$ cat src/rtl/uart_tx_pkg.sv
// uart_tx_pkg: shared types and constants for the result-to-UART hex printer.
//   state_t  : frame FSM states
//   ASCII_*  : character codes used to build a frame
package uart_tx_pkg;

  typedef enum logic [1:0] {
    IDLE      = 2'd0,
    SEND      = 2'd1,
    WAIT_ACK  = 2'd2,
    WAIT_DONE = 2'd3
  } state_t;

  localparam logic [7:0] ASCII_0  = 8'h30;
  localparam logic [7:0] ASCII_A  = 8'h41;
  localparam logic [7:0] ASCII_CR = 8'h0D;
  localparam logic [7:0] ASCII_LF = 8'h0A;

endpackage

$ cat src/rtl/hex_to_ascii.sv
// hex_to_ascii: combinational nibble to uppercase ASCII hex digit.
//   nibble : input  [3:0] value 0-15
//   ascii  : output [7:0] '0'-'9' or 'A'-'F'
module hex_to_ascii
  import uart_tx_pkg::*;
(
  input  logic [3:0] nibble,
  output logic [7:0] ascii
);

  always_comb begin
    if (nibble < 4'd10) ascii = ASCII_0 + {4'd0, nibble};
    else                ascii = ASCII_A + {4'd0, nibble} - 8'd10;
  end

endmodule

$ cat src/rtl/uart_tx_result.sv
// uart_tx_result: sends an N-bit result as N/4 uppercase hex digits, MSB
// nibble first, over a byte-wide UART transmitter handshake.
// Build option: define UART_TX_CRLF_EN to append CR, LF to every frame.
//   clock    : input        system clock, rising edge
//   reset    : input        synchronous active-high reset
//   trigger  : input        accepted only in IDLE; latches result
//   result   : input  [N]   value to print
//   tx_busy  : input        transmitter busy
//   tx_start : output       one-cycle send request for tx_data
//   tx_data  : output [8]   character, held until the next tx_start
//   busy     : output       frame in progress
module uart_tx_result
  import uart_tx_pkg::*;
#(
  parameter int N = 16
) (
  input  logic         clock,
  input  logic         reset,
  input  logic         trigger,
  input  logic [N-1:0] result,
  input  logic         tx_busy,
  output logic         tx_start,
  output logic [7:0]   tx_data,
  output logic         busy
);

  localparam int NDIG = N / 4;
`ifdef UART_TX_CRLF_EN
  localparam int NCHAR = NDIG + 2;
`else
  localparam int NCHAR = NDIG;
`endif
  localparam int CW = $clog2(NCHAR + 1);
  localparam logic [CW-1:0] CNT_LAST = CW'(NCHAR - 1);
`ifdef UART_TX_CRLF_EN
  localparam logic [CW-1:0] CNT_CR = CW'(NDIG);
  localparam logic [CW-1:0] CNT_LF = CW'(NDIG + 1);
`endif

  state_t        state, state_nxt;
  logic [N-1:0]  sr;
  logic [CW-1:0] cnt;
  logic [7:0]    hex_char, cur_char;
  logic          load, fire, adv;

  hex_to_ascii u_hex (
    .nibble (sr[N-1 -: 4]),
    .ascii  (hex_char)
  );

`ifdef UART_TX_CRLF_EN
  always_comb begin
    if      (cnt == CNT_CR) cur_char = ASCII_CR;
    else if (cnt == CNT_LF) cur_char = ASCII_LF;
    else                    cur_char = hex_char;
  end
`else
  always_comb cur_char = hex_char;
`endif

  always_comb begin
    state_nxt = state;
    load      = 1'b0;
    fire      = 1'b0;
    adv       = 1'b0;
    case (state)
      IDLE: if (trigger) begin
        load      = 1'b1;
        state_nxt = SEND;
      end
      SEND: if (!tx_busy) begin
        fire      = 1'b1;
        state_nxt = WAIT_ACK;
      end
      // one dead cycle so tx_busy has time to rise after tx_start
      WAIT_ACK: state_nxt = WAIT_DONE;
      WAIT_DONE: if (!tx_busy) begin
        adv       = 1'b1;
        state_nxt = (cnt == CNT_LAST) ? IDLE : SEND;
      end
      default: state_nxt = IDLE;
    endcase
  end

  always_ff @(posedge clock) begin
    if (reset) state <= IDLE;
    else       state <= state_nxt;
  end

  // tx_start/tx_data are registered: glitch-free, and tx_data only changes
  // when a new character is launched.
  always_ff @(posedge clock) begin
    if (reset) begin
      sr       <= '0;
      cnt      <= '0;
      tx_start <= 1'b0;
      tx_data  <= 8'h00;
    end else begin
      tx_start <= fire;
      if (fire) tx_data <= cur_char;
      if (load) begin
        sr  <= result;
        cnt <= '0;
      end else if (adv) begin
        sr  <= sr << 4;
        cnt <= cnt + CW'(1);
      end
    end
  end

  assign busy = (state != IDLE);

endmodule

$ cat config.mk
export PLATFORM = sky130hd
export DESIGN_NAME = uart_tx_result
export DESIGN_NICKNAME = d
export VERILOG_FILES = /design/src/rtl/uart_tx_pkg.sv /design/src/rtl/hex_to_ascii.sv /design/src/rtl/uart_tx_result.sv
export SDC_FILE = /design/constraint.sdc
export NUM_CORES = 1
export LEC_CHECK = 0
export BUFFER_PORTS_ARGS = -buffer_cell sky130_fd_sc_hd__buf_4
export CORE_MARGIN = 2
export CORE_UTILIZATION = 35
export CTS_BUF_LIST = sky130_fd_sc_hd__clkbuf_16
export CTS_CLUSTER_SIZE = 10
export DETAILED_ROUTE_END_ITERATION = 10
export PLACE_DENSITY = 0.58
export SLEW_MARGIN = 20
export SYNTH_ARGS = -nofsm -noshare
export SYNTH_HDL_FRONTEND = slang
export SYNTH_SLANG_ARGS = --single-unit
$ cat constraint.sdc
create_clock -name clock -period 2.5 [get_ports clock]
set_input_delay 0.625 -clock clock [delete_from_list [all_inputs] [get_ports clock]]
set_output_delay 0.625 -clock clock [all_outputs]
set_load 0.1 [all_outputs]
==> results.yml, run 1 <==
worst_setup_path:
  crit_cells: 4
  worst-endpoint-arrival_ns: 1.33
  startpoint: "state[0]"
  worstPathCellList: "inv_1 -> ha_1 -> inv_1 -> buf_4"
  worst_setup_path_start_kind: "flip-flop"
  r2r_end: "sr[5]"
  cpMaxStageDelayCell: "sky130_fd_sc_hd__dfxtp_1"
  crit_fanout: 5
  critPathCaptureType: "primary output"
  critical_path.most_common_cell: "sky130_fd_sc_hd__inv_1"
  worst_r2r_path_depth: 5
  crit_path_buf_inv_count: 3
  worstReg2RegStart: "state[0]"
  cp.required_ns: 1.88
  crit_path_max_incr_delay_ns: 0.35
  path_class: "flip-flop to primary output"
  worstSetupEndpoint: "busy"
  cp_top_family: "buffers and inverters"
  rrSetupSlack_ns: 0.71
clock_network:
  cts_setup_buffers: 0
  clockBufferDepth: 2
  numCtsBuffers: 5
  cts.repair.resized: 0
  max_h_tree_level: 2
  clkSinkCount: 29
  cts_root_buffer: "sky130_fd_sc_hd__clkbuf_16"
  cts_tree: "built"
  clk_pin_slew_worst_paths_ns: 0.05
  cts-hold-fix-buffers: 0
  clk_latency_ns: 0.27
floorplan:
  die_w_um: 66.94
  number_of_core_rows: 22
  pin_count: 30
  initial_core_util_pct: 37.03
  die_area_sq_um: 4480
  die_h_um: 66.94
  coreArea_sq_um: 3744
global_routing:
  grt_pass1_wl_um: 4754
  groute.usage.overall_pct: 14.33
  grt_start_max_net_pins: 29
  antenna_violations_before_repair: 0
  vias_in_the_first_global_route: 1115
  globalRoute.totalOverflow: 0
synthesis:
  mapped_area_sq_um: 1386
  synth_top_area_share_pct: 41.88
  post_synth_main_area_contributors: "sky130_fd_sc_hd__dfxtp_1 42%, sky130_fd_sc_hd__mux2i_1 10%, sky130_fd_sc_hd__a21oi_1 6.5%"
  syn_avg_cell_area_sq_um: 9.304
  post_synth_inst_count: 149
  post-synth-top-area-cell: "sky130_fd_sc_hd__dfxtp_1"
  sequential_share_of_the_synthesized_area_pct: 41.88
  synthesis.nets: 176
  synth.yosys.warnings: 0
  synth.distinct_cells: 33
  synth.ff_latch_count: 29
detailed_routing:
  detailedRoute.firstIterationViolations: 45
  mean_number_of_vias_per_cell: 5.027
  num_vias: 1116
  routed_wirelength_um: 2754
  drt_pre_antenna_iters: 4
  antenna_violating_nets_post_route: 0
  detail_route.wl_per_cell_um: 12.41
  drc: 0
finish:
  multiInputGateArea_sq_um: 691.9
  layout-drive-gt1-share_pct: 21.84
  most-common-layout-cells: "29 x sky130_fd_sc_hd__dfxtp_1, 28 x sky130_fd_sc_hd__buf_4, 18 x sky130_fd_sc_hd__a21oi_1, 14 x sky130_fd_sc_hd__mux2i_1, 11 x sky130_fd_sc_hd__nand2_1"
  synthToLayoutAreaGrowth_pct: 23.29
  layout.nets: 201
  mostFrequentLayoutCell: "sky130_fd_sc_hd__dfxtp_1"
  layout.cells.non_filler: 222
  layout.area.seq_sq_um: 580.6
  diodes: 0
  filler_cell_count: 394
place:
  dp_cells: 215
  dp.final_hpwl_um: 1998
  numPortBuffers: 28
  place_congestion: 0.8118
power:
  clockPowerShare_pct: 27.3
  power_report.internal_total_uw: 1165
  p_per_area_nw_per_um2: 1141
  fraction_of_power_consumed_by_combinational_cells_pct: 39.2
  switching_share_pct: 40.23
  power.net_switching_uw: 784.5
  power.leakage_uw: 0.0008137
  power.share.sequential_pct: 33.5
  p_total_uw: 1950
  vdd_drop_max_mv: 0.4605
timing:
  maxSlewHeadroom_pct: 46.58
  final.min_clock_period_ns: 1.959
  finalMaxSlewViolations: 0
  final-hold-violation-count: 0
  period_utilization_pct: 78.36
  max_slew.worst_pin.slew_ns: 0.7994
  max_freq_mhz: 510.5
  finalSetupTns_ns: 0
  rsz0062_at_grt: "no"
  report.final.setup_viol: 0
  finClkSkew_ns: 0.003106
run_status:
  status: "completed"
worst_hold_path:
  holdCritPathClass: "flip-flop to flip-flop"
flow_run:
  max_capacitance_violation_total: 0
-- power groups by stage --
stage | clock network (uW) | logic (uW) | registers [uW]
global route | 571 | 831 | 670
detailed placement | 0 | 762 | 662
global placement | 0 | 738 | 655
CTS | 553 | 764 | 653
finish | 533 | 764 | 652
floorplan | 0 | 489 | 796
-- cell type report --
cell class	instances	area share, %
clock buffer	5	7.321
clock inverter	2	0.4392
inverter	9	1.977
multi-input combinational	101	40.48
timing repair buffer	28	12.30
sequential	29	33.97
tap	48	3.514
-- worst min path at each step --
stage                    start         end  depth (start not counted)
floorplan                sr[0]       sr[0]                          2
global placement    tx_data[1]  tx_data[1]                          2
detailed placement  tx_data[1]  tx_data[1]                          2
CTS                 tx_data[1]  tx_data[1]                          2
global route        tx_data[1]  tx_data[1]                          2
finish              tx_data[1]  tx_data[1]                          2
-- sequential cells by signal, summed over array words and instances (netlist names) --
signal,count
tx_start,1
state,2
sr,16
cnt,3
tx_data,7
-- cells by family after synthesis --
logic type                 count (synthesis)  synth area share (%)
AOI/OAI and AO/OA                         40                 17.51
xor gates and xnor gates                   2                 1.264
adders and majority gates                  7                 6.317
buffers and inverters                     19                 8.213
DFF                                       29                 41.88
muxes                                     15                 11.19
other                                      1                0.2705
and+or+nand+nor                           36                 13.36
-- per-stage QoR --
step	utilization [%]	setup slack (ns)	hold WS (ns)	instance area, sq um
detailed placement	42.11	0.7206	0.4487	1577
finish	45.66	0.5411	0.4518	1709
floorplan	-	0.6163	0.4472	1386
global placement	42.11	0.8139	0.4440	1577
global route	45.66	0.4398	0.4722	1709
CTS	45.66	0.5229	0.4550	1709
-- worst register-to-register path: stages, from the launching register on --
cell and delay [ns]:
sky130_fd_sc_hd__dfxtp_1 0.32, sky130_fd_sc_hd__inv_1 0.14, sky130_fd_sc_hd__ha_1 0.26, sky130_fd_sc_hd__nand2_1 0.50, sky130_fd_sc_hd__o21ai_0 0.37, sky130_fd_sc_hd__a21oi_1 0.06
-- cells in the mapped netlist, drive strengths merged --
cell type  number
clkbuf          3
o211ai          1
nand2b          2
o21ai          10
nand3           5
inv             9
and2b           1
a211o           2
nor3            5
mux2            1
a221oi          1
nor2            9
a211oi          6
o211a           1
buf             7
and2            1
nor2b           1
a21oi          18
mux2i          14
xor2            1
nand2          11
xnor2           1
o21a            1
and4b           1
conb            1
ha              7
dfxtp          29
-- per-layer routing --
layer | global-route usage, % | wire length [um]
met4 | 8.673 | 70
met3 | 4.392 | 172
met1 | 16.08 | 1224
met2 | 23.63 | 1287
met5 | 0 | 0
Note: power is estimated with default switching activity, not from simulation.
==> inputs of run 2 (changes only) <==
PLACE_DENSITY = 0.6   (was 0.58)
clock period = 1.8 ns   (was 2.5 ns; I/O delays follow)
==> run 2 against run 1 <==
Sequential power is 39% higher. Count of clock-buffer cells in the layout did not move. Sequential share of layout area is 0.34 points lower. Wire length decreased by 3.3%. Critical path depth unchanged. First-iteration DRC count decreased by 53%. Largest cell class unchanged.
==> results.yml, run 2 (synthesis results as in run 1) <==
run_status:
  status: "completed"
worst_setup_path:
  worstReg2RegStart: "state[1]"
  r2r_end: "state[1]"
  worst_setup_path_start_kind: "flip-flop"
  cp.required_ns: 1.35
  worst_r2r_path_depth: 5
  worst-endpoint-arrival_ns: 1.26
  path_class: "flip-flop to primary output"
  crit_fanout: 5
  crit_path_max_incr_delay_ns: 0.38
  cpMaxStageDelayCell: "sky130_fd_sc_hd__dfxtp_1"
  critPathCaptureType: "primary output"
  rrSetupSlack_ns: 0.31
  worstPathCellList: "inv_1 -> ha_2 -> inv_1 -> buf_8"
  cp_top_family: "buffers and inverters"
  crit_cells: 4
  crit_path_buf_inv_count: 3
  critical_path.most_common_cell: "sky130_fd_sc_hd__inv_1"
clock_network:
  clkSinkCount: 29
  cts_tree: "built"
  cts_setup_buffers: 0
  clk_pin_slew_worst_paths_ns: 0.05
  numCtsBuffers: 5
  cts_root_buffer: "sky130_fd_sc_hd__clkbuf_16"
  clockBufferDepth: 2
  clk_latency_ns: 0.27
  max_h_tree_level: 2
timing:
  rsz0062_at_grt: "no"
  worst_case_hold_slack_ns: 0.4250
  period_utilization_pct: 94.81
  finClkSkew_ns: 0.003246
  max_freq_mhz: 586.0
  final-hold-violation-count: 0
  report.final.setup_viol: 0
  finalSetupTns_ns: 0
  final.min_clock_period_ns: 1.707
  finalMaxSlewViolations: 0
finish:
  most-common-layout-cells: "29 x sky130_fd_sc_hd__dfxtp_1, 28 x sky130_fd_sc_hd__buf_4, 18 x sky130_fd_sc_hd__a21oi_1, 14 x sky130_fd_sc_hd__mux2i_1, 11 x sky130_fd_sc_hd__nand2_1"
  layout-drive-gt1-share_pct: 22.86
  filler_cell_count: 403
  layout.nets: 202
  largestRegisters: "sr: 16 flops, tx_data: 7 flops, cnt: 3 flops"
  mostFrequentLayoutCell: "sky130_fd_sc_hd__dfxtp_1"
  multiInputGateArea_sq_um: 694.4
  layout.area.seq_sq_um: 580.6
  largest_register_ff_count: 16
  utilization_pct: 46.12
  diodes: 0
  largest_register: "sr"
  synthToLayoutAreaGrowth_pct: 24.55
  final_design_area_no_fill_sq_um: 1727
global_routing:
  groute.usage.overall_pct: 14.18
  antenna_violations_before_repair: 0
  vias_in_the_first_global_route: 1040
  globalRoute.totalOverflow: 0
  grt_start_max_net_pins: 29
  grt_pass1_wl_um: 4574
floorplan:
  die_h_um: 66.94
  initial_core_util_pct: 37.03
  die_area_sq_um: 4480
  pin_count: 30
  number_of_core_rows: 22
  coreArea_sq_um: 3744
  die_w_um: 66.94
place:
  numPortBuffers: 28
  dp.final_hpwl_um: 1929
  place_congestion: 0.7944
  placed_cell_area_sq_um: 1584
detailed_routing:
  drt_pre_antenna_iters: 4
  mean_number_of_vias_per_cell: 4.744
  routed_wirelength_um: 2662
  detailedRoute.firstIterationViolations: 21
  drc: 0
  antenna_violating_nets_post_route: 0
  detail_route.wl_per_cell_um: 11.94
  num_vias: 1058
worst_hold_path:
  origin_of_the_worst_min_delay_path: "result[3]"
  min_delay_worst_endpoint: "sr[3]"
  hold-path-cell-count: 3
  holdCritPathClass: "input pin to flip-flop"
power:
  vdd_drop_max_mv: 0.6795
  p_per_area_nw_per_um2: 1593
  power.leakage_uw: 0.0008196
flow_run:
  max_capacitance_violation_total: 0
## run 2: worst max path at each step
stage / startpoint / slack (ns) / end
detailed placement: state[0] / 0.28 / busy
global route: state[1] / 0.04 / busy
CTS: state[0] / 0.04 / busy
finish: state[1] / 0.09 / busy
floorplan: state[0] / 0.09 / busy
global placement: state[0] / 0.35 / busy
## run 2: worst register-to-register path: stages (launching register included)
cell and delay, ns:
sky130_fd_sc_hd__dfxtp_1 0.38, sky130_fd_sc_hd__inv_1 0.11, sky130_fd_sc_hd__ha_1 0.21, sky130_fd_sc_hd__o21a_1 0.19
sky130_fd_sc_hd__a21oi_1 0.28, sky130_fd_sc_hd__mux2i_1 0.24
## run 2: repair_timing
item | in CTS | in global routing
setup endpoints to repair | 1 | 1
resized for setup | 1 | 2
gates cloned | 0 | 0
hold buffers | 0 | 0
## run 2: stage by stage
| stage | setup WS, ns | total power [uW] | std cells |
|---|---|---|---|
| 2_1_floorplan | 0.09131 | 1784 | 149 |
| 3_3_place_gp | 0.3461 | 1944 | 216 |
| 3_5_place_dp | 0.2805 | 1993 | 216 |
| 4_1_cts | 0.03587 | 2751 | 223 |
| 5_1_grt | 0.03621 | 2925 | 223 |
| 6_report | 0.09346 | 2751 | 223 |
## run 2: cell type report
class / count / area share (%)
Multi-Input combinational cell: 101 / 40.22
Sequential cell: 29 / 33.62
Timing Repair Buffer: 29 / 13.04
Clock buffer: 5 / 7.246
Tap cell: 48 / 3.478
Inverter: 9 / 1.957
Clock inverter: 2 / 0.4348
## run 2: routing by layer
metal / vias to the layer above / GRT usage (%) / share of wire, % / wire length (um)
met5: - / 0 / 0 / 0
met4: 0 / 8.418 / 1.6 / 42
met3: 4 / 5.743 / 5.4 / 145
met2: 26 / 23.25 / 47 / 1252
met1: 462 / 15.24 / 46 / 1221
li1: 566 / - / - / -
## run 2: where the power goes
part           internal [uW]  switching [uW]  leakage, uW
Sequential               800             106     0.000238
Clock                    490             244    0.0000685
Combinational            368             744     0.000513
Total                   1660            1090     0.000820
==> inputs of run 3 (changes only) <==
CTS_BUF_LIST = not set   (was sky130_fd_sc_hd__clkbuf_16)
SETUP_SLACK_MARGIN = 0.3   (was not set)
==> run 3 against run 2 <==
Sequential power hardly changed. Final area up 1.0%. Via count increased by 4.2%. Total power decreased by 2.4%. Non-clock buffer count increased by 5. Count of clock-buffer cells in the layout grew 2. Maximum frequency increased by 12%. Worst hold slack got worse by 0.0073 ns. Global-route usage up 0.28 points. Critical path type unchanged. Highest routed layer unchanged.
==> results.yml, run 3 (synthesis results as in run 1) <==
finish:
  layout-drive-gt1-share_pct: 29.44
  utilization_pct: 46.59
  diodes: 0
  final_design_area_no_fill_sq_um: 1744
  layout.nets: 207
  filler_cell_count: 385
  synthToLayoutAreaGrowth_pct: 25.81
  mostFrequentLayoutCell: "sky130_fd_sc_hd__buf_4"
  largestRegisters: "sr: 16 flops, tx_data: 7 flops, cnt: 3 flops"
  most-common-layout-cells: "33 x sky130_fd_sc_hd__buf_4, 27 x sky130_fd_sc_hd__dfxtp_1, 18 x sky130_fd_sc_hd__a21oi_1, 14 x sky130_fd_sc_hd__mux2i_1, 11 x sky130_fd_sc_hd__nand2_1"
  layout.cells.non_filler: 228
  largest_register_ff_count: 16
  largest_register: "sr"
detailed_routing:
  antenna_violating_nets_post_route: 0
  drt_pre_antenna_iters: 4
  mean_number_of_vias_per_cell: 4.833
  detailedRoute.firstIterationViolations: 42
  drc: 0
  detail_route.wl_per_cell_um: 11.78
  num_vias: 1102
  routed_wirelength_um: 2685
worst_setup_path:
  crit_path_max_incr_delay_ns: 0.32
  critPathCaptureType: "primary output"
  path_class: "flip-flop to primary output"
  worst-endpoint-arrival_ns: 1.07
  cpMaxStageDelayCell: "sky130_fd_sc_hd__dfxtp_2"
  cp.required_ns: 1.35
  crit_fanout: 2
  worst_setup_path_start_kind: "flip-flop"
  worstPathCellList: "inv_2 -> ha_4 -> clkinvlp_4 -> buf_12"
place:
  numPortBuffers: 28
  placed_cell_area_sq_um: 1600
  place_congestion: 0.8194
  dp_cells: 216
  dp.final_hpwl_um: 1899
  post-place-ws_ns: 0.3351
power:
  vdd_drop_max_mv: 0.5320
  p_per_area_nw_per_um2: 1539
  power.leakage_uw: 0.0008127
timing:
  final.min_clock_period_ns: 1.521
  max_freq_mhz: 657.5
  final-hold-violation-count: 0
  fin_ws_ns: 0.2791
  finalMaxSlewViolations: 0
  rsz0062_at_grt: "yes"
  finClkSkew_ns: 0.004655
  report.final.setup_viol: 0
  finalSetupTns_ns: 0
  period_utilization_pct: 84.49
global_routing:
  antenna_violations_before_repair: 0
  groute.usage.overall_pct: 14.47
  vias_in_the_first_global_route: 1113
  grt_start_max_net_pins: 29
  globalRoute.totalOverflow: 0
  grt_pass1_wl_um: 4733
floorplan:
  die_area_sq_um: 4480
  pin_count: 30
  initial_core_util_pct: 37.03
  number_of_core_rows: 22
  die_w_um: 66.94
  coreArea_sq_um: 3744
  die_h_um: 66.94
run_status:
  status: "completed"
clock_network:
  max_h_tree_level: 2
  cts-hold-fix-buffers: 0
  clk_latency_ns: 0.28
  clockBufferDepth: 2
  cts_tree: "built"
  numCtsBuffers: 5
  clkSinkCount: 29
  cts_root_buffer: "sky130_fd_sc_hd__clkbuf_8"
  clk_pin_slew_worst_paths_ns: 0.06
flow_run:
  max_capacitance_violation_total: 0
worst_hold_path:
  holdCritPathClass: "input pin to flip-flop"
run 3: cell count changes in the layout (fill, tap and decap cells not counted), sizes merged:
| cell | delta |
|---|---|
| inv | -2 |
| clkbuf | +2 |
| buf | +5 |
| clkinvlp | +1 |
| clkinv | -1 |
run 3: worst max-delay path: cells and delay by family, from the launching register on:
kind | cells | cell delay (ns)
adder cells (fa/ha/maj) | 1 | 0.15
flip-flops | 1 | 0.32
buffers and inverters | 3 | 0.34
run 3: power breakdown:
group / total, uW / internal (uW) / switching (uW)
registers: 906 / 802 / 104
clock network: 523 / 302 / 221
logic: 1250 / 476 / 778
run 3: metal layers:
layer	up-vias	track usage, %	part of all wire [%]
li1	576	-	-
met1	491	16.17	46
met2	29	23.25	46
met3	6	6.757	6.6
met4	0	6.633	1.9
met5	-	0	0
run 3: layout make-up:
cell class	count	area, sq um	area share (%)
multi-input cells	101	709.4	40.67
flip-flops and latches	29	583.1	33.43
inverters	9	37.54	2.152
clock buffers	7	86.33	4.950
well taps	48	60.06	3.443
repair buffers	34	267.8	15.35
run 3: worst paths after layout:
kind | end | from | slack (ns) | depth (start not counted)
worst min register to register | tx_data[3] | tx_data[3] | 0.45 | 2
worst min-delay path | sr[1] | result[1] | 0.42 | 3
worst max-delay path | busy | state[0] | 0.28 | 4
worst max register to register | state[0] | state[1] | 0.36 | 6
run 3: through the flow:
step	power, uW	hold slack, ns
floorplan	1830	0.4472
global placement	1995	0.4438
finish	2684	0.4178
global route	2883	0.4206
detailed placement	2029	0.4456
CTS	2708	0.4071
run 3: what timing repair did:
action                     in CTS  in global routing
setup endpoints to repair       1                 15
pin swaps                       1                  3
hold endpoints to repair        0                  0
gates resized for setup         7                  2
buffers inserted                5                  0
